### src/rtl/alu_issue_ctrl_if.sv
// rtl/alu_issue_ctrl_if.sv - request, ALU and response signal bundle for alu_issue_ctrl
interface alu_issue_ctrl_if #(parameter int DATA_W = 32);
   logic              req_valid;
   logic              req_ready;
   logic [5:0]        req_opcode;
   logic [5:0]        req_funct;
   logic [DATA_W-1:0] req_a;
   logic [DATA_W-1:0] req_b;

   logic [3:0]        alu_operation;
   logic [DATA_W-1:0] operand_1;
   logic [DATA_W-1:0] operand_2;
   logic [DATA_W-1:0] alu_data_out;
   logic              alu_overflow;
   logic              alu_zero_flag;

   logic              rsp_valid;
   logic              rsp_ready;
   logic [DATA_W-1:0] rsp_data;
   logic              rsp_overflow;
   logic              rsp_zero;
   logic              rsp_illegal;
   logic              busy;

   modport slave (
      input  req_valid, req_opcode, req_funct, req_a, req_b,
      input  alu_data_out, alu_overflow, alu_zero_flag, rsp_ready,
      output req_ready, alu_operation, operand_1, operand_2,
      output rsp_valid, rsp_data, rsp_overflow, rsp_zero, rsp_illegal, busy
   );

   modport master (
      output req_valid, req_opcode, req_funct, req_a, req_b,
      output alu_data_out, alu_overflow, alu_zero_flag, rsp_ready,
      input  req_ready, alu_operation, operand_1, operand_2,
      input  rsp_valid, rsp_data, rsp_overflow, rsp_zero, rsp_illegal, busy
   );
endinterface

### src/rtl/alu_issue_ctrl.sv
// rtl/alu_issue_ctrl.sv - issues decoded MIPS ops to a combinational ALU, MULT by iterative shift-add
// Optional MUL_EARLY_EXIT_EN: MULT finishes as soon as no multiplier bits remain.
module alu_issue_ctrl #(
   parameter int DATA_W = 32
) (
   input logic             clk,
   input logic             reset,
   alu_issue_ctrl_if.slave bus
);

   localparam int                CNT_W    = $clog2(DATA_W + 1);
   localparam logic [CNT_W-1:0]  LAST_CNT = CNT_W'(DATA_W - 1);

   typedef enum logic [1:0] {S_IDLE, S_EXEC, S_MUL, S_RESP} state_t;

   state_t            r_state;
   logic              r_req_ready;
   logic              r_busy;
   logic              r_rsp_valid;
   logic [DATA_W-1:0] r_rsp_data;
   logic              r_rsp_overflow;
   logic              r_rsp_zero;
   logic              r_rsp_illegal;
   logic [3:0]        r_alu_op;
   logic [DATA_W-1:0] r_op1;
   logic [DATA_W-1:0] r_op2;
   logic [DATA_W-1:0] r_mp;
   logic [CNT_W-1:0]  r_cnt;
   logic              r_ovf;

   logic              w_legal;
   logic              w_mul;
   logic [3:0]        w_code;
   logic [DATA_W-1:0] w_op1;
   logic [DATA_W-1:0] w_op2;
   logic [DATA_W-1:0] w_mp_next;
   logic [DATA_W-1:0] w_acc_next;
   logic              w_ovf_next;
   logic              w_mul_done;

   always_comb begin
      w_legal = 1'b1;
      w_mul   = 1'b0;
      w_code  = 4'b0000;
      w_op1   = bus.req_a;
      w_op2   = bus.req_b;
      case (bus.req_opcode)
         6'b000000: begin
            case (bus.req_funct)
               6'b100000: w_code = 4'b0010;
               6'b100010: w_code = 4'b0110;
               6'b100111: begin
                  w_code = 4'b0011;
                  w_op1  = bus.req_a | bus.req_b;
                  w_op2  = '0;
               end
               6'b011000: w_mul = 1'b1;
               default:   w_legal = 1'b0;
            endcase
         end
         6'b001000: w_code  = 4'b0010;
         6'b000100: w_code  = 4'b0110;
         default:   w_legal = 1'b0;
      endcase
   end

   // In MUL the operand registers double as accumulator (op1) and shifted multiplicand (op2).
   assign w_mp_next  = r_mp >> 1;
   assign w_acc_next = r_mp[0] ? bus.alu_data_out : r_op1;
   assign w_ovf_next = r_ovf | (r_mp[0] & bus.alu_overflow);

`ifdef MUL_EARLY_EXIT_EN
   assign w_mul_done = (r_cnt == LAST_CNT) || (w_mp_next == '0);
`else
   assign w_mul_done = (r_cnt == LAST_CNT);
`endif

   always_ff @(posedge clk or posedge reset) begin
      if (reset) begin
         r_state        <= S_IDLE;
         r_req_ready    <= 1'b1;
         r_busy         <= 1'b0;
         r_rsp_valid    <= 1'b0;
         r_rsp_data     <= '0;
         r_rsp_overflow <= 1'b0;
         r_rsp_zero     <= 1'b0;
         r_rsp_illegal  <= 1'b0;
         r_alu_op       <= 4'b0000;
         r_op1          <= '0;
         r_op2          <= '0;
         r_mp           <= '0;
         r_cnt          <= '0;
         r_ovf          <= 1'b0;
      end else begin
         case (r_state)
            S_IDLE: begin
               if (bus.req_valid) begin
                  r_req_ready <= 1'b0;
                  r_busy      <= 1'b1;
                  r_mp        <= bus.req_b;
                  r_cnt       <= '0;
                  r_ovf       <= 1'b0;
                  if (!w_legal) begin
                     r_state        <= S_RESP;
                     r_rsp_valid    <= 1'b1;
                     r_rsp_illegal  <= 1'b1;
                     r_rsp_data     <= '0;
                     r_rsp_overflow <= 1'b0;
                     r_rsp_zero     <= 1'b0;
                  end else if (w_mul) begin
                     r_state  <= S_MUL;
                     r_alu_op <= 4'b0010;
                     r_op1    <= '0;
                     r_op2    <= bus.req_a;
                  end else begin
                     r_state  <= S_EXEC;
                     r_alu_op <= w_code;
                     r_op1    <= w_op1;
                     r_op2    <= w_op2;
                  end
               end
            end
            S_EXEC: begin
               r_state        <= S_RESP;
               r_rsp_valid    <= 1'b1;
               r_rsp_data     <= bus.alu_data_out;
               r_rsp_overflow <= bus.alu_overflow;
               r_rsp_zero     <= bus.alu_zero_flag;
               r_rsp_illegal  <= 1'b0;
               r_alu_op       <= 4'b0000;
               r_op1          <= '0;
               r_op2          <= '0;
            end
            S_MUL: begin
               r_mp  <= w_mp_next;
               r_cnt <= r_cnt + 1'b1;
               r_ovf <= w_ovf_next;
               if (w_mul_done) begin
                  r_state        <= S_RESP;
                  r_rsp_valid    <= 1'b1;
                  r_rsp_data     <= w_acc_next;
                  r_rsp_overflow <= w_ovf_next;
                  r_rsp_zero     <= (w_acc_next == '0);
                  r_rsp_illegal  <= 1'b0;
                  r_alu_op       <= 4'b0000;
                  r_op1          <= '0;
                  r_op2          <= '0;
               end else begin
                  r_op1 <= w_acc_next;
                  r_op2 <= r_op2 << 1;
               end
            end
            S_RESP: begin
               if (bus.rsp_ready) begin
                  r_state        <= S_IDLE;
                  r_req_ready    <= 1'b1;
                  r_busy         <= 1'b0;
                  r_rsp_valid    <= 1'b0;
                  r_rsp_data     <= '0;
                  r_rsp_overflow <= 1'b0;
                  r_rsp_zero     <= 1'b0;
                  r_rsp_illegal  <= 1'b0;
               end
            end
            default: begin
               r_state     <= S_IDLE;
               r_req_ready <= 1'b1;
               r_busy      <= 1'b0;
               r_rsp_valid <= 1'b0;
            end
         endcase
      end
   end

   assign bus.req_ready     = r_req_ready;
   assign bus.busy          = r_busy;
   assign bus.rsp_valid     = r_rsp_valid;
   assign bus.rsp_data      = r_rsp_data;
   assign bus.rsp_overflow  = r_rsp_overflow;
   assign bus.rsp_zero      = r_rsp_zero;
   assign bus.rsp_illegal   = r_rsp_illegal;
   assign bus.alu_operation = r_alu_op;
   assign bus.operand_1     = r_op1;
   assign bus.operand_2     = r_op2;

endmodule

### src/flat_wrapper.sv
// flat-port wrapper written by rule: the top's interface ports become plain ports
module alu_issue_ctrl_flat 
#(
   parameter int DATA_W = 32
)
  (clk, reset, bus_req_valid, bus_req_opcode, bus_req_funct, bus_req_a, bus_req_b, bus_alu_data_out, bus_alu_overflow, bus_alu_zero_flag, bus_rsp_ready, bus_req_ready, bus_alu_operation, bus_operand_1, bus_operand_2, bus_rsp_valid, bus_rsp_data, bus_rsp_overflow, bus_rsp_zero, bus_rsp_illegal, bus_busy);
  alu_issue_ctrl_if #(.DATA_W(DATA_W)) bus_i ();
  input logic clk;
  input logic reset;
  input wire logic [$bits(bus_i.req_valid)-1:0] bus_req_valid;
  input wire logic [$bits(bus_i.req_opcode)-1:0] bus_req_opcode;
  input wire logic [$bits(bus_i.req_funct)-1:0] bus_req_funct;
  input wire logic [$bits(bus_i.req_a)-1:0] bus_req_a;
  input wire logic [$bits(bus_i.req_b)-1:0] bus_req_b;
  input wire logic [$bits(bus_i.alu_data_out)-1:0] bus_alu_data_out;
  input wire logic [$bits(bus_i.alu_overflow)-1:0] bus_alu_overflow;
  input wire logic [$bits(bus_i.alu_zero_flag)-1:0] bus_alu_zero_flag;
  input wire logic [$bits(bus_i.rsp_ready)-1:0] bus_rsp_ready;
  output wire logic [$bits(bus_i.req_ready)-1:0] bus_req_ready;
  output wire logic [$bits(bus_i.alu_operation)-1:0] bus_alu_operation;
  output wire logic [$bits(bus_i.operand_1)-1:0] bus_operand_1;
  output wire logic [$bits(bus_i.operand_2)-1:0] bus_operand_2;
  output wire logic [$bits(bus_i.rsp_valid)-1:0] bus_rsp_valid;
  output wire logic [$bits(bus_i.rsp_data)-1:0] bus_rsp_data;
  output wire logic [$bits(bus_i.rsp_overflow)-1:0] bus_rsp_overflow;
  output wire logic [$bits(bus_i.rsp_zero)-1:0] bus_rsp_zero;
  output wire logic [$bits(bus_i.rsp_illegal)-1:0] bus_rsp_illegal;
  output wire logic [$bits(bus_i.busy)-1:0] bus_busy;
  assign bus_i.req_valid = bus_req_valid;
  assign bus_i.req_opcode = bus_req_opcode;
  assign bus_i.req_funct = bus_req_funct;
  assign bus_i.req_a = bus_req_a;
  assign bus_i.req_b = bus_req_b;
  assign bus_i.alu_data_out = bus_alu_data_out;
  assign bus_i.alu_overflow = bus_alu_overflow;
  assign bus_i.alu_zero_flag = bus_alu_zero_flag;
  assign bus_i.rsp_ready = bus_rsp_ready;
  assign bus_req_ready = bus_i.req_ready;
  assign bus_alu_operation = bus_i.alu_operation;
  assign bus_operand_1 = bus_i.operand_1;
  assign bus_operand_2 = bus_i.operand_2;
  assign bus_rsp_valid = bus_i.rsp_valid;
  assign bus_rsp_data = bus_i.rsp_data;
  assign bus_rsp_overflow = bus_i.rsp_overflow;
  assign bus_rsp_zero = bus_i.rsp_zero;
  assign bus_rsp_illegal = bus_i.rsp_illegal;
  assign bus_busy = bus_i.busy;
  alu_issue_ctrl #(.DATA_W(DATA_W)) u_core (.clk(clk), .reset(reset), .bus(bus_i));
endmodule
### config.mk
export PLATFORM = sky130hd
export DESIGN_NAME = alu_issue_ctrl_flat
export DESIGN_NICKNAME = d
export VERILOG_FILES = /design/src/rtl/alu_issue_ctrl_if.sv /design/src/rtl/alu_issue_ctrl.sv /design/src/flat_wrapper.sv
export SDC_FILE = /design/constraint.sdc
export NUM_CORES = 1
export LEC_CHECK = 0
export ABC_AREA = 1
export CORE_ASPECT_RATIO = 1.1
export CORE_MARGIN = 4
export CORE_UTILIZATION = 46
export DETAILED_ROUTE_END_ITERATION = 12
export HOLD_SLACK_MARGIN = 0.15
export PLACE_DENSITY_LB_ADDON = 0.25
export SKIP_CTS_REPAIR_TIMING = 1
export SLEW_MARGIN = 10
export SYNTH_ARGS = -nofsm -noshare
export SYNTH_HDL_FRONTEND = slang
export SYNTH_SLANG_ARGS = --single-unit
### constraint.sdc
create_clock -name clk -period 4.8 [get_ports clk]
set_input_delay 0.72 -clock clk [delete_from_list [all_inputs] [get_ports clk]]
set_output_delay 0.72 -clock clk [all_outputs]
set_load 0.01 [all_outputs]
-- Word level (Yosys, flattened, before mapping)
Cells that the tools add are included.
- register bits after elaboration: 147
- latch bits: 0
- memory bits (writable): 0
- bits in read-only memories: 0
- input port bits: 114
- output and inout port bits: 106
- memories kept: 0
- add/sub/neg operators: 1
- multiply operators: 0
- div/mod/pow operators: 0
- $lt $le $gt $ge: 0
- eq/ne operators: 15
- shift-type cells: 0
- muxes and demuxes: 60
- bitwise gates (word level): 3
- reductions and logical operators: 14
- operators by type and width (kind ; count):
    $mux 32 ; 18
    $pmux 32 s3 ; 2
    $pmux 32 s4 ; 1
    $pmux 32 s2 ; 1
    $logic_not 32->1 ; 1
    $or 32x32->32 ; 1
    $pmux 4 s3 ; 2
    $eq 6x6->1 const B ; 3
    $mux 4 ; 4
    $pmux 1 s4 ; 4
    $mux 1 ; 15
    $eq 6x5->1 const B ; 2
    $pmux 6 s2 ; 1
    $mux 2 ; 5
    $pmux 3 s3 ; 1
    $reduce_and 3->1 ; 3
    $pmux 1 s2 ; 4
    $pmux 2 s4 ; 1
    $reduce_and 4->1 ; 2
    $add 6x1->6 const B ; 1
    $eq 6x3->1 const B ; 1
    $eq 6x4->1 const B ; 1
    $logic_not 6->1 ; 1
    $mux 6 ; 1
    other kinds (12) ; 17

-- Logic depth before layout (Yosys ltp)
Gate-level depths: netlist of run 1.
- word-level depth: 7
- gate-level depth with buffers: 13
- mapped depth without buffers: 11

-- Worst setup path before layout of run 1
Ideal clock, no wire load.
- kind: input to register
- from: input bus_req_opcode[1]
- to: register u_core.r_op2[0], in the netlist u_core.bus.operand_2[0]
- library setup time: 0.117 ns
- data arrival time: 1.827 ns
- required time: 4.683 ns
- path slack: 2.856 ns
- cell stages on the path: 11
- cells stage by stage: nor2_1 -> nand3_2 -> nor2_4 -> nor2_1 -> nand2_1 -> nand2_1 -> nand2_2 -> nand2_2 -> buf_2 -> nand2_1 -> nand2_1
- cells in the longest elaborated chain, start to end: 6
- elaborated cells on any way between the ends: 13
- classes of those cells: eq/ne: 3; mux: 7; reduce/logical: 3
- RTL lines (item ; RTL line ; text):
    start: declaration ; flat_wrapper.sv:11 ; input wire logic [$bits(bus_i.req_opcode)-1:0] bus_req_opcode;
    $logic_not 6->1 ; alu_issue_ctrl.sv:47 ; case (bus.req_opcode)
    $mux 32 or $mux 1 (tied branches) ; alu_issue_ctrl.sv:47 ;
    $mux 32 ; alu_issue_ctrl.sv:110 ; end else if (w_mul) begin
    $mux 32 ; alu_issue_ctrl.sv:103 ; if (!w_legal) begin
    $mux 32 ; alu_issue_ctrl.sv:97 ; if (bus.req_valid) begin
    $pmux 32 s3 ; alu_issue_ctrl.sv:95 ; case (r_state)
    end signal: assignment ; alu_issue_ctrl.sv:114 ; r_op2 <= bus.req_a;
    end signal: assignment ; alu_issue_ctrl.sv:119 ; r_op2 <= w_op2;
    end signal: assignment ; alu_issue_ctrl.sv:150 ; r_op2 <= r_op2 << 1;
    end: declaration ; alu_issue_ctrl.sv:26 ; logic [DATA_W-1:0] r_op2;
Several ways; a longest one is shown, not always the timed one. The select of a mux whose other input is x is not followed.
A chain may end at the register's enable or synchronous reset.

-- Worst setup path in the final report of run 1
- from: input bus_req_funct[5]
- to: register u_core.r_op1[16], in the netlist u_core.bus.operand_1[16]
- cells in the longest elaborated chain, start to end: 7
- elaborated cells on any way between the ends: 17
- classes of those cells: eq/ne: 5; mux: 10; reduce/logical: 2
- RTL lines (item ; RTL line ; text):
    start: declaration ; flat_wrapper.sv:12 ; input wire logic [$bits(bus_i.req_funct)-1:0] bus_req_funct;
    $eq 6x6->1 or $eq 6x5->1 (tied branches) ; alu_issue_ctrl.sv:49 ; case (bus.req_funct)
    $mux 32 or $mux 1 (tied branches) ; alu_issue_ctrl.sv:49 ;
    $mux 32 or $mux 1 (tied branches) ; alu_issue_ctrl.sv:47 ;
    $mux 32 ; alu_issue_ctrl.sv:110 ;
    $mux 32 ; alu_issue_ctrl.sv:103 ;
    $mux 32 ; alu_issue_ctrl.sv:97 ;
    $pmux 32 s3 ; alu_issue_ctrl.sv:95 ;
    end signal: assignment ; alu_issue_ctrl.sv:118 ; r_op1 <= w_op1;
    end signal: assignment ; alu_issue_ctrl.sv:149 ; r_op1 <= w_acc_next;
    end: declaration ; alu_issue_ctrl.sv:25 ; logic [DATA_W-1:0] r_op1;
Several ways; a longest one is shown, not always the timed one. The select of a mux whose other input is x is not followed.

==> results of run 1 <==
[metrics by stage]
stage          std cells  power (mW)
5_1_grt             1779        8.53
4_1_cts             1778        7.86
2_1_floorplan       1358        5.07
3_5_place_dp        1746        6.41
6_report            1779        7.86
3_3_place_gp        1746        6.35
[sequential cells by signal (all words and copies together), names as in the netlist]
signal,count
u_core.bus.alu_operation,3
u_core.bus.busy,1
u_core.bus.rsp_zero,1
u_core.bus.rsp_data,32
u_core.r_state,2
u_core.bus.operand_2,32
u_core.r_mp,32
u_core.bus.rsp_valid,1
u_core.r_ovf,1
u_core.bus.req_ready,1
u_core.bus.operand_1,32
u_core.bus.rsp_illegal,1
u_core.bus.rsp_overflow,1
u_core.r_cnt,6
[synth_stat cells]
library cell,instances,area share
or2_1,1,0.00070
o21ai_1,33,0.019
inv_2,6,0.0025
nor4_1,1,0.00070
nor2_1,75,0.032
nand2_2,5,0.0035
nand3_1,145,0.082
clkbuf_1,34,0.014
nand3b_1,1,0.00084
a21oi_2,1,0.00098
nor2_4,2,0.0025
nor3b_1,1,0.00084
nor2_2,3,0.0021
o211ai_1,7,0.0059
nand4_1,1,0.00070
or2_2,5,0.0035
o21a_1,1,0.00084
inv_4,1,0.00070
a22oi_1,2,0.0017
nor3_1,1,0.00056
buf_1,8,0.0034
a31oi_1,24,0.017
o21ai_0,30,0.017
nand2_1,571,0.24
dfrtp_1,145,0.41
conb_1,1,0.00042
buf_2,36,0.020
a21oi_1,91,0.051
dfstp_2,1,0.0030
nand3_2,1,0.0011
ha_1,5,0.0070
buf_6,3,0.0038
buf_4,8,0.0068
clkinv_1,8,0.0034
inv_1,100,0.042
[how the worst max path moves through the flow]
stage,start,endpoint,slack (ns),depth (start not counted)
after detailed placement,bus_req_funct[5],u_core.bus.operand_1[26]$_DFFE_PP0P_,1.22,13
final,bus_req_funct[5],u_core.bus.operand_1[16]$_DFFE_PP0P_,1.63,13
after CTS,bus_req_funct[5],u_core.bus.operand_1[16]$_DFFE_PP0P_,1.66,13
after global routing,bus_req_funct[5],u_core.bus.operand_1[31]$_DFFE_PP0P_,1.33,13
after floorplan,reset,u_core.bus.alu_operation[0]$_DFFE_PP0P_,0.16,1
after global placement,bus_req_funct[5],u_core.bus.operand_1[9]$_DFFE_PP0P_,1.24,11
[cell families (layout without fill, tap and decap cells)]
kind of cell | count (synthesis) | after routing | synth area share
simple gates | 813 | 813 | 0.371
buf+inv | 204 | 377 | 0.0973
fa+ha+maj | 5 | 5 | 0.00703
flops | 146 | 146 | 0.411
other cells | 1 | 2 | 0.000422
compound gates | 189 | 189 | 0.113
[area by class of cell]
class | instances | area (um^2) | share of cell area
well taps | 247 | 309 | 0.0264
diodes | 1 | 2.50 | 0.000214
multi-input cells | 1008 | 4390 | 0.375
flip-flops and latches | 146 | 3650 | 0.312
clock inverters | 9 | 151 | 0.0129
repair buffers | 230 | 2270 | 0.194
clock buffers | 23 | 478 | 0.0409
inverters | 115 | 439 | 0.0375
[worst min-delay path, stage by stage, from the launching register on]
cell and delay [ns]:
dfrtp_1 0.34, nand2_1 0.05, nand2_1 0.05
[power groups by stage]
stage / Sequential, mW / Clock, mW / Combinational [mW]
4_1_cts: 2.04 / 1.44 / 4.39
5_1_grt: 2.10 / 1.49 / 4.93
6_report: 2.04 / 1.43 / 4.40
3_5_place_dp: 2.05 / 0 / 4.36
3_3_place_gp: 2.05 / 0 / 4.30
2_1_floorplan: 2.11 / 0 / 2.96
[per-layer routing]
layer  GRT usage  up-vias  wire length [um]
li1            -     4629                 -
met1       0.387     4161             13100
met2       0.386      361             12600
met3      0.0491       37              2180
met4      0.0766        0               578
met5           0        -                 0
==> impl_metrics.yaml, run 1 <==
route:
  wire_per_inst_um: 16.0
  drtIter0Drc: 735
  postRouteWirelength_um: 28400
  ant_nets: 0
  vias_per_cell: 5.16
  drtPass1Iterations: 7
  drc: 0
  routed-via-count: 9188
power:
  share_clk_of_total_power: 0.181
  power_report.internal_total_mw: 4.22
  power_per_cell_area_nw_per_um2: 672
  combinationalPowerShare: 0.559
  p_switching_mw: 3.64
  leak_pwr_nw: 5.92
  peakVddDrop_uv: 381
  switching_share: 0.463
  power.sequential.fraction: 0.259
finish:
  final_area_um2: 11700
  drive_above_1_share: 0.0457
  number_of_inserted_filler_cells_in_the_final_layout: 1783
  layout.cells.most_common: "nand2_1"
  finalNetCount: 1637
  fin_util: 0.615
  layout_common_cells: "nand2_1 (571), clkdlybuf4s50_1 (218), nand3_1 (145), dfrtp_1 (145), inv_1 (99)"
  area_delta_synth_final_pct: 31.5
setup_path:
  critical_path.cell_chain: "clkdlybuf4s50_1, inv_1, nor2_1, nand3_1, nand3_1, nand2_1, nand2_1, nand2_1, nand2_2, nand2_2, buf_4, nand2_1, nand2_1"
  critPathArrivalTime_ns: 3.49
  reg2reg_from: "u_core.r_state[0]$_DFFE_PP0P_"
  cpPeakStageDelay_ns: 0.51
  cpLargestDelayFamily: "simple AND/OR/NAND/NOR gates"
  cell_count_of_the_worst_reg_to_reg_path: 9
  reg2reg_capture_point: "u_core.bus.rsp_data[31]$_DFFE_PP0P_"
  crit_type: "input pin to register"
  required_ns: 5.12
  worst-path-buf-inv: 3
  cp_common_cell: "nand2_1"
  cp_startpoint_kind: "input pin"
  slowest_cell_on_the_critical_path: "nand2_2"
  regToRegSetupSlack_ns: 1.87
  cp_max_fo: 35
  setup.worst_path.end_class: "register"
synth:
  synth_sequential_area_ratio: 0.411
  post_synthesis_average_cell_area_um2: 6.55
  synth-seq-cells: 146
  post_synth_num_cell_types: 35
  netlist_area_um2: 8890
  synth.net_count: 1477
  synth_warnings: 0
  postSynthCellCount: 1358
floorplanning:
  die_width_um: 141
  floorplan.io_pins: 220
  coreArea_um2: 19000
  dieArea_um2: 21600
  initial_util: 0.467
  num_rows: 53
  die_h_um: 154
worst_hold_path:
  hold_path.startpoint: "u_core.bus.alu_operation[2]$_DFFE_PP0P_"
  hold-path-endpoint: "u_core.bus.alu_operation[2]$_DFFE_PP0P_"
  hold_path.class: "register to register"
  holdPathStages: 2
clock_network:
  cts.sink_count: 146
  ctsLongestPathBuffers: 2
  clk-insertion-delay-late_ns: 0.43
  cts_max_level: 4
  cts.reportedPaths.clkPinSlew_ns: 0.06
  cts-buffers-inserted: 17
  cts_root_buf: "clkbuf_16"
  cts_tree: "built"
sta:
  worst_slew_pin_slew_ns: 1.11
  final.setup.tns_ns: 0
  final_period_minus_worst_setup_slack_ns: 3.17
  setup_viol: 0
  max_frequency_mhz: 315
  hold_violations: 0
  maxSlewViolCount: 0
  timing.hold.ws_ns: 0.473
  final.period_utilization: 0.661
  grt_setup_unrepaired: "no"
  final.setup.worst_slack_ns: 1.63
  timing.slew.headroom: 0.257
  fin_skew_ns: 0.00560
placed_design:
  place_hpwl_um: 20800
  post-place-ws_ns: 1.22
  placed_area_um2: 11100
  routability_congestion_estimate: 0.910
  number_of_port_buffers: 218
global_route:
  gr-total-overflow: 0
  grt.total_usage: 0.260
  initial_antenna_violation_count: 1
  grt_pass1_vias: 8459
  maximum_number_of_pins_on_one_net_before_global_route_repair: 98
  global_route_wire_length_before_repair_um: 45300
job:
  drv.max_cap_violation_count: 0
status:
  run_status: "finished clean"
Note: power is estimated with default switching activity, not from simulation.
==> run 2, diff against run 1 <==
Settings changed: CORE_UTILIZATION 46 to 50.
Clock period 4.8 ns to 3.2 ns, I/O delays scaled along.
==> run 2 against run 1 <==
Sequential power is 50% higher. Flip-flop and latch count stayed put. Largest power group unchanged. Critical path type is now register to register. Count of clock-buffer cells in the layout is 5 lower. Total power is 54% higher. Register-to-register slack worse by 1.1 ns. Critical endpoint is now u_core.bus.rsp_data[31]$_DFFE_PP0P_. Hold slack worse by 0.0020 ns. First-iteration DRC count is 12% higher. Die area is 7.6% lower. Clock skew is 0.0051 ns higher. Setup slack worse by 0.87 ns. Critical path depth is 3 lower.
==> impl_metrics.yaml, run 2 (synthesis results as in run 1) <==
placed_design:
  place_hpwl_um: 20600
  routability_congestion_estimate: 0.944
  number_of_port_buffers: 218
setup_path:
  cpPeakStageDelay_ns: 0.45
  cp_startpoint_kind: "register"
  critPathArrivalTime_ns: 2.72
  crit_type: "register to register"
  critical_path.cell_chain: "inv_1, ha_1, inv_2, or2_2, nand2_2, nor2_2, nand2_1, nand2_2, nand2_2, o21ai_0"
  setup.worst_path.end_class: "register"
  required_ns: 3.48
  cp_max_fo: 33
  slowest_cell_on_the_critical_path: "nand2_2"
  cp_common_cell: "nand2_2"
clock_network:
  ctsLongestPathBuffers: 2
  clk-insertion-delay-late_ns: 0.42
  cts-buffers-inserted: 17
  cts.sink_count: 146
  cts_max_level: 4
  cts.reportedPaths.clkPinSlew_ns: 0.06
  cts_root_buf: "clkbuf_16"
  cts_tree: "built"
global_route:
  initial_antenna_violation_count: 1
  grt.total_usage: 0.283
  global_route_wire_length_before_repair_um: 45500
  maximum_number_of_pins_on_one_net_before_global_route_repair: 114
  grt_pass1_vias: 8628
  gr-total-overflow: 0
finish:
  antenna_cells_inserted: 0
  drive_above_1_share: 0.0520
  layout_common_cells: "nand2_1 (571), clkdlybuf4s50_1 (218), nand3_1 (145), dfrtp_1 (145), inv_1 (99)"
  layout.cells.most_common: "nand2_1"
  fin_util: 0.687
  area_delta_synth_final_pct: 33.3
  finalNetCount: 1645
sta:
  setup_viol: 0
  worst_slew_pin_slew_ns: 0.723
  grt_setup_unrepaired: "no"
  maxSlewViolCount: 0
  final.period_utilization: 0.764
  fin_skew_ns: 0.0107
  timing.slew.headroom: 0.518
  final_period_minus_worst_setup_slack_ns: 2.45
  final.setup.tns_ns: 0
  hold_violations: 0
  max_frequency_mhz: 409
power:
  peakVddDrop_uv: 705
  power_per_cell_area_nw_per_um2: 1020
  leak_pwr_nw: 6.01
  totalPowerFinal_mw: 12.1
floorplanning:
  die_width_um: 135
  coreArea_um2: 17300
  dieArea_um2: 20000
  initial_util: 0.515
  num_rows: 50
  floorplan.io_pins: 220
  die_h_um: 148
route:
  drtIter0Drc: 823
  postRouteWirelength_um: 28500
  wire_per_inst_um: 16.1
  ant_nets: 0
  vias_per_cell: 5.28
  drtPass1Iterations: 5
  drc: 0
  routed-via-count: 9361
status:
  run_status: "finished clean"
worst_hold_path:
  hold_path.class: "register to register"
job:
  drv.max_cap_violation_count: 0
==> run 2: changes by cell type in the layout (fill, tap and decap cells not counted), moves of 2 or more <==
cell	change
clkinv_4	+3
clkbuf_1	-3
buf_12	+4
bufinv_16	+3
clkbuf_8	-2
inv_6	-2
buf_4	+4
==> run 2: worst paths after layout <==
kind / from / slack (ns) / cells past startpoint / endpoint
worst max-delay path: u_core.r_state[1]$_DFFE_PP0P_ / 0.75 / 10 / u_core.bus.rsp_data[31]$_DFFE_PP0P_
worst min-delay path: u_core.bus.alu_operation[2]$_DFFE_PP0P_ / 0.47 / 2 / u_core.bus.alu_operation[2]$_DFFE_PP0P_
worst max register to register: u_core.r_state[1]$_DFFE_PP0P_ / 0.75 / 10 / u_core.bus.rsp_data[31]$_DFFE_PP0P_
worst min register to register: u_core.bus.alu_operation[2]$_DFFE_PP0P_ / 0.47 / 2 / u_core.bus.alu_operation[2]$_DFFE_PP0P_
max in group asynchronous: reset / 2.11 / 3 / u_core.r_mp[22]$_DFFE_PP0P_
min in group asynchronous: reset / 0.54 / 3 / u_core.bus.rsp_data[3]$_DFFE_PP0P_
==> run 2: routing by layer <==
metal  up-vias  GRT usage  part of all wire
li1       4641          -                 -
met1      4286      0.406              0.44
met2       385      0.432              0.45
met3        47     0.0585             0.081
met4         2     0.0867             0.026
met5         -          0           0.00025
==> run 2: worst max-delay path: cells and delay by family (launching register included) <==
family,cells,cell delay (ns)
buf+inv,2,0.22
simple gates,6,1.29
compound gates,1,0.14
fa+ha+maj,1,0.23
flops,1,0.40
==> run 2: area by class of cell <==
cell class	count	area [um^2]
Inverter	115	438
Multi-Input combinational cell	1008	4390
Fill cell	1517	5410
Timing Repair Buffer	238	2380
Clock inverter	14	259
Clock buffer	18	439
Tap cell	234	293
Sequential cell	146	3650
==> run 2: through the flow <==
step	area [um^2]	hold WS (ns)	worst slack, ns	cells
finish	11900	0.471	0.754	1773
global route	11900	0.503	0.558	1773
CTS	11900	0.475	0.775	1773
detailed placement	11200	0.460	0.685	1741
global placement	11200	0.459	0.706	1741
floorplan	8900	0.453	0.888	1358
==> run 2: report_power, final <==
group	leakage, nW	switching, mW	internal [mW]	total (mW)
clock network	0.340	0.776	1.56	2.34
logic	3.81	4.23	2.51	6.74
registers	1.85	0.485	2.58	3.07
==> run 3, diff against run 2 <==
Settings changed: CORE_UTILIZATION 50 to 46.
Clock period 3.2 ns to 2.1 ns, I/O delays scaled along.
==> run 3 against run 2 <==
Sequential share of layout area fell by 0.92 points. Total power rose by 56%. Critical path type unchanged. First-iteration DRC count fell by 2.9%. Highest routed layer is now met4.
==> impl_metrics.yaml, run 3 (synthesis results as in run 1) <==
clock_network:
  cts.sink_count: 146
  clk-insertion-delay-late_ns: 0.43
  cts.reportedPaths.clkPinSlew_ns: 0.06
  ctsLongestPathBuffers: 2
  cts-buffers-inserted: 17
  cts_max_level: 4
  cts_root_buf: "clkbuf_16"
  cts_tree: "built"
floorplanning:
  die_width_um: 141
  die_h_um: 154
  initial_util: 0.467
  dieArea_um2: 21600
  num_rows: 53
  coreArea_um2: 19000
  floorplan.io_pins: 220
setup_path:
  setup.worst_path.end_class: "register"
  crit_type: "register to register"
  critPathArrivalTime_ns: 2.30
  cp_max_fo: 54
  required_ns: 2.41
  cpLargestDelayFamily: "buffers and inverters"
  cp_startpoint_kind: "register"
  worst-path-buf-inv: 4
  critical_path.cell_chain: "inv_1, ha_1, inv_2, or2_4, buf_6, nand2_2, buf_12, nand2_1, nand2_1"
  cp_common_cell: "nand2_1"
  cpPeakStageDelay_ns: 0.38
  slowest_cell_on_the_critical_path: "dfrtp_1"
finish:
  number_of_inserted_filler_cells_in_the_final_layout: 1748
  finish.cell_count_without_fillers: 1819
  layout.cells.most_common: "nand2_1"
  fin_util: 0.642
  seq_area_um2: 3650
  multiInputGateArea_um2: 4420
  area_delta_synth_final_pct: 37.4
  finalNetCount: 1676
  layout_common_cells: "nand2_1 (570), clkdlybuf4s50_1 (218), dfrtp_1 (145), nand3_1 (144), inv_1 (98)"
  drive_above_1_share: 0.0726
sta:
  final.period_utilization: 0.944
  hold_violations: 0
  max_frequency_mhz: 504
  final_period_minus_worst_setup_slack_ns: 1.98
  maxSlewViolCount: 0
  fin_skew_ns: 0.00900
  worst_slew_pin_slew_ns: 0.603
  timing.slew.headroom: 0.597
  setup_viol: 0
route:
  vias_per_cell: 5.19
  drtPass1Iterations: 5
  wire_per_inst_um: 16.2
  routed-wl-met2_um: 13300
  drtIter0Drc: 799
  uppermost_signal_routing_layer_after_detailed_routing: "met4"
  postRouteWirelength_um: 29400
  drc: 0
  ant_nets: 0
  routed-via-count: 9439
  wl_met3_um: 1970
  m1WireLength_um: 13500
power:
  power_report.internal_total_mw: 10.2
  power.sequential.fraction: 0.247
  combinationalPowerShare: 0.594
  p_switching_mw: 8.74
  leak_pwr_nw: 6.18
  peakVddDrop_uv: 897
  share_clk_of_total_power: 0.159
  power_per_cell_area_nw_per_um2: 1550
  switching_share: 0.461
global_route:
  initial_antenna_violation_count: 2
  maximum_number_of_pins_on_one_net_before_global_route_repair: 71
  gr-total-overflow: 0
  grt_pass1_vias: 8770
  grt.total_usage: 0.265
  global_route_wire_length_before_repair_um: 46500
worst_hold_path:
  hold_path.class: "input pin to async pin"
job:
  drv.max_cap_violation_count: 0
status:
  run_status: "finished clean"
placed_design:
  placed_cells: 1777
  routability_congestion_estimate: 0.926
  place_hpwl_um: 21600
  number_of_port_buffers: 218
==> run 3: cell count changes in the layout (fill, tap and decap cells not counted), moves of 2 or more <==
cell        previous run  this run
buf_12                 4        16
buf_4                 16        31
buf_6                  0         2
bufinv_16              7         2
clkbuf_16             17        19
clkinv_2               3         1
clkinvlp_4             2         5
diode_2                0         2
inv_6                  0         3
nand2_4                0         2
==> run 3: worst paths after layout <==
| path | startpoint | to | slack (ns) | cells past startpoint |
|---|---|---|---|---|
| min in group clk | u_core.bus.alu_operation[0]$_DFFE_PP0P_ | u_core.bus.alu_operation[0]$_DFFE_PP0P_ | 0.47 | 2 |
| worst min-delay path | reset | u_core.bus.rsp_valid$_DFFE_PP0P_ | 0.31 | 2 |
| worst max-delay path | u_core.r_state[0]$_DFFE_PP0P_ | u_core.bus.operand_1[23]$_DFFE_PP0P_ | 0.12 | 9 |
| worst min register to register | u_core.bus.alu_operation[0]$_DFFE_PP0P_ | u_core.bus.alu_operation[0]$_DFFE_PP0P_ | 0.47 | 2 |
| max in group asynchronous | reset | u_core.bus.operand_2[29]$_DFFE_PP0P_ | 1.23 | 3 |
| worst max register to register | u_core.r_state[0]$_DFFE_PP0P_ | u_core.bus.operand_1[23]$_DFFE_PP0P_ | 0.12 | 9 |
==> run 3: routing by layer <==
| layer | track usage | vias to the layer above |
|---|---|---|
| met5 | 0 | - |
| met4 | 0.0757 | 0 |
| met3 | 0.0457 | 38 |
| met2 | 0.404 | 380 |
| met1 | 0.389 | 4317 |
| li1 | - | 4704 |
==> run 3: power groups by stage <==
stage               logic [mW]  registers [mW]  clock network (mW)
floorplan                 6.78            4.82                   0
global placement          10.5            4.68                   0
detailed placement        10.7            4.70                   0
CTS                       10.8            4.66                3.05
global route              12.6            4.80                3.17
finish                    11.3            4.68                3.01
==> run 3: cell type report <==
class	count	area share
clock inverters	14	0.0128
diodes	2	0.000410
well taps	247	0.0253
multi-input cells	1008	0.361
repair buffers	269	0.230
clock buffers	18	0.0351
inverters	115	0.0362
flip-flops and latches	146	0.299
==> run 3: worst reg2reg max path, delay by kind of cell, from the launching register on <==
kind / cells / cell delay [ns]
adders and majority gates: 1 / 0.24
DFF: 1 / 0.38
buffers and inverters: 4 / 0.77
and+or+nand+nor: 4 / 0.48
==> run 3: stage by stage <==
step	instance area [um^2]	hold WS, ns	setup slack [ns]	setup TNS (ns)	power [mW]
CTS	12100	0.315	-0.0707	-2.81	18.5
floorplan	8900	0.453	-0.0472	-6.84	11.6
global placement	11500	0.462	-0.0836	-2.35	15.2
global route	12200	0.348	-0.0194	-0.0645	20.5
detailed placement	11500	0.461	-0.126	-8.40	15.4
finish	12200	0.310	0.117	0	19.0
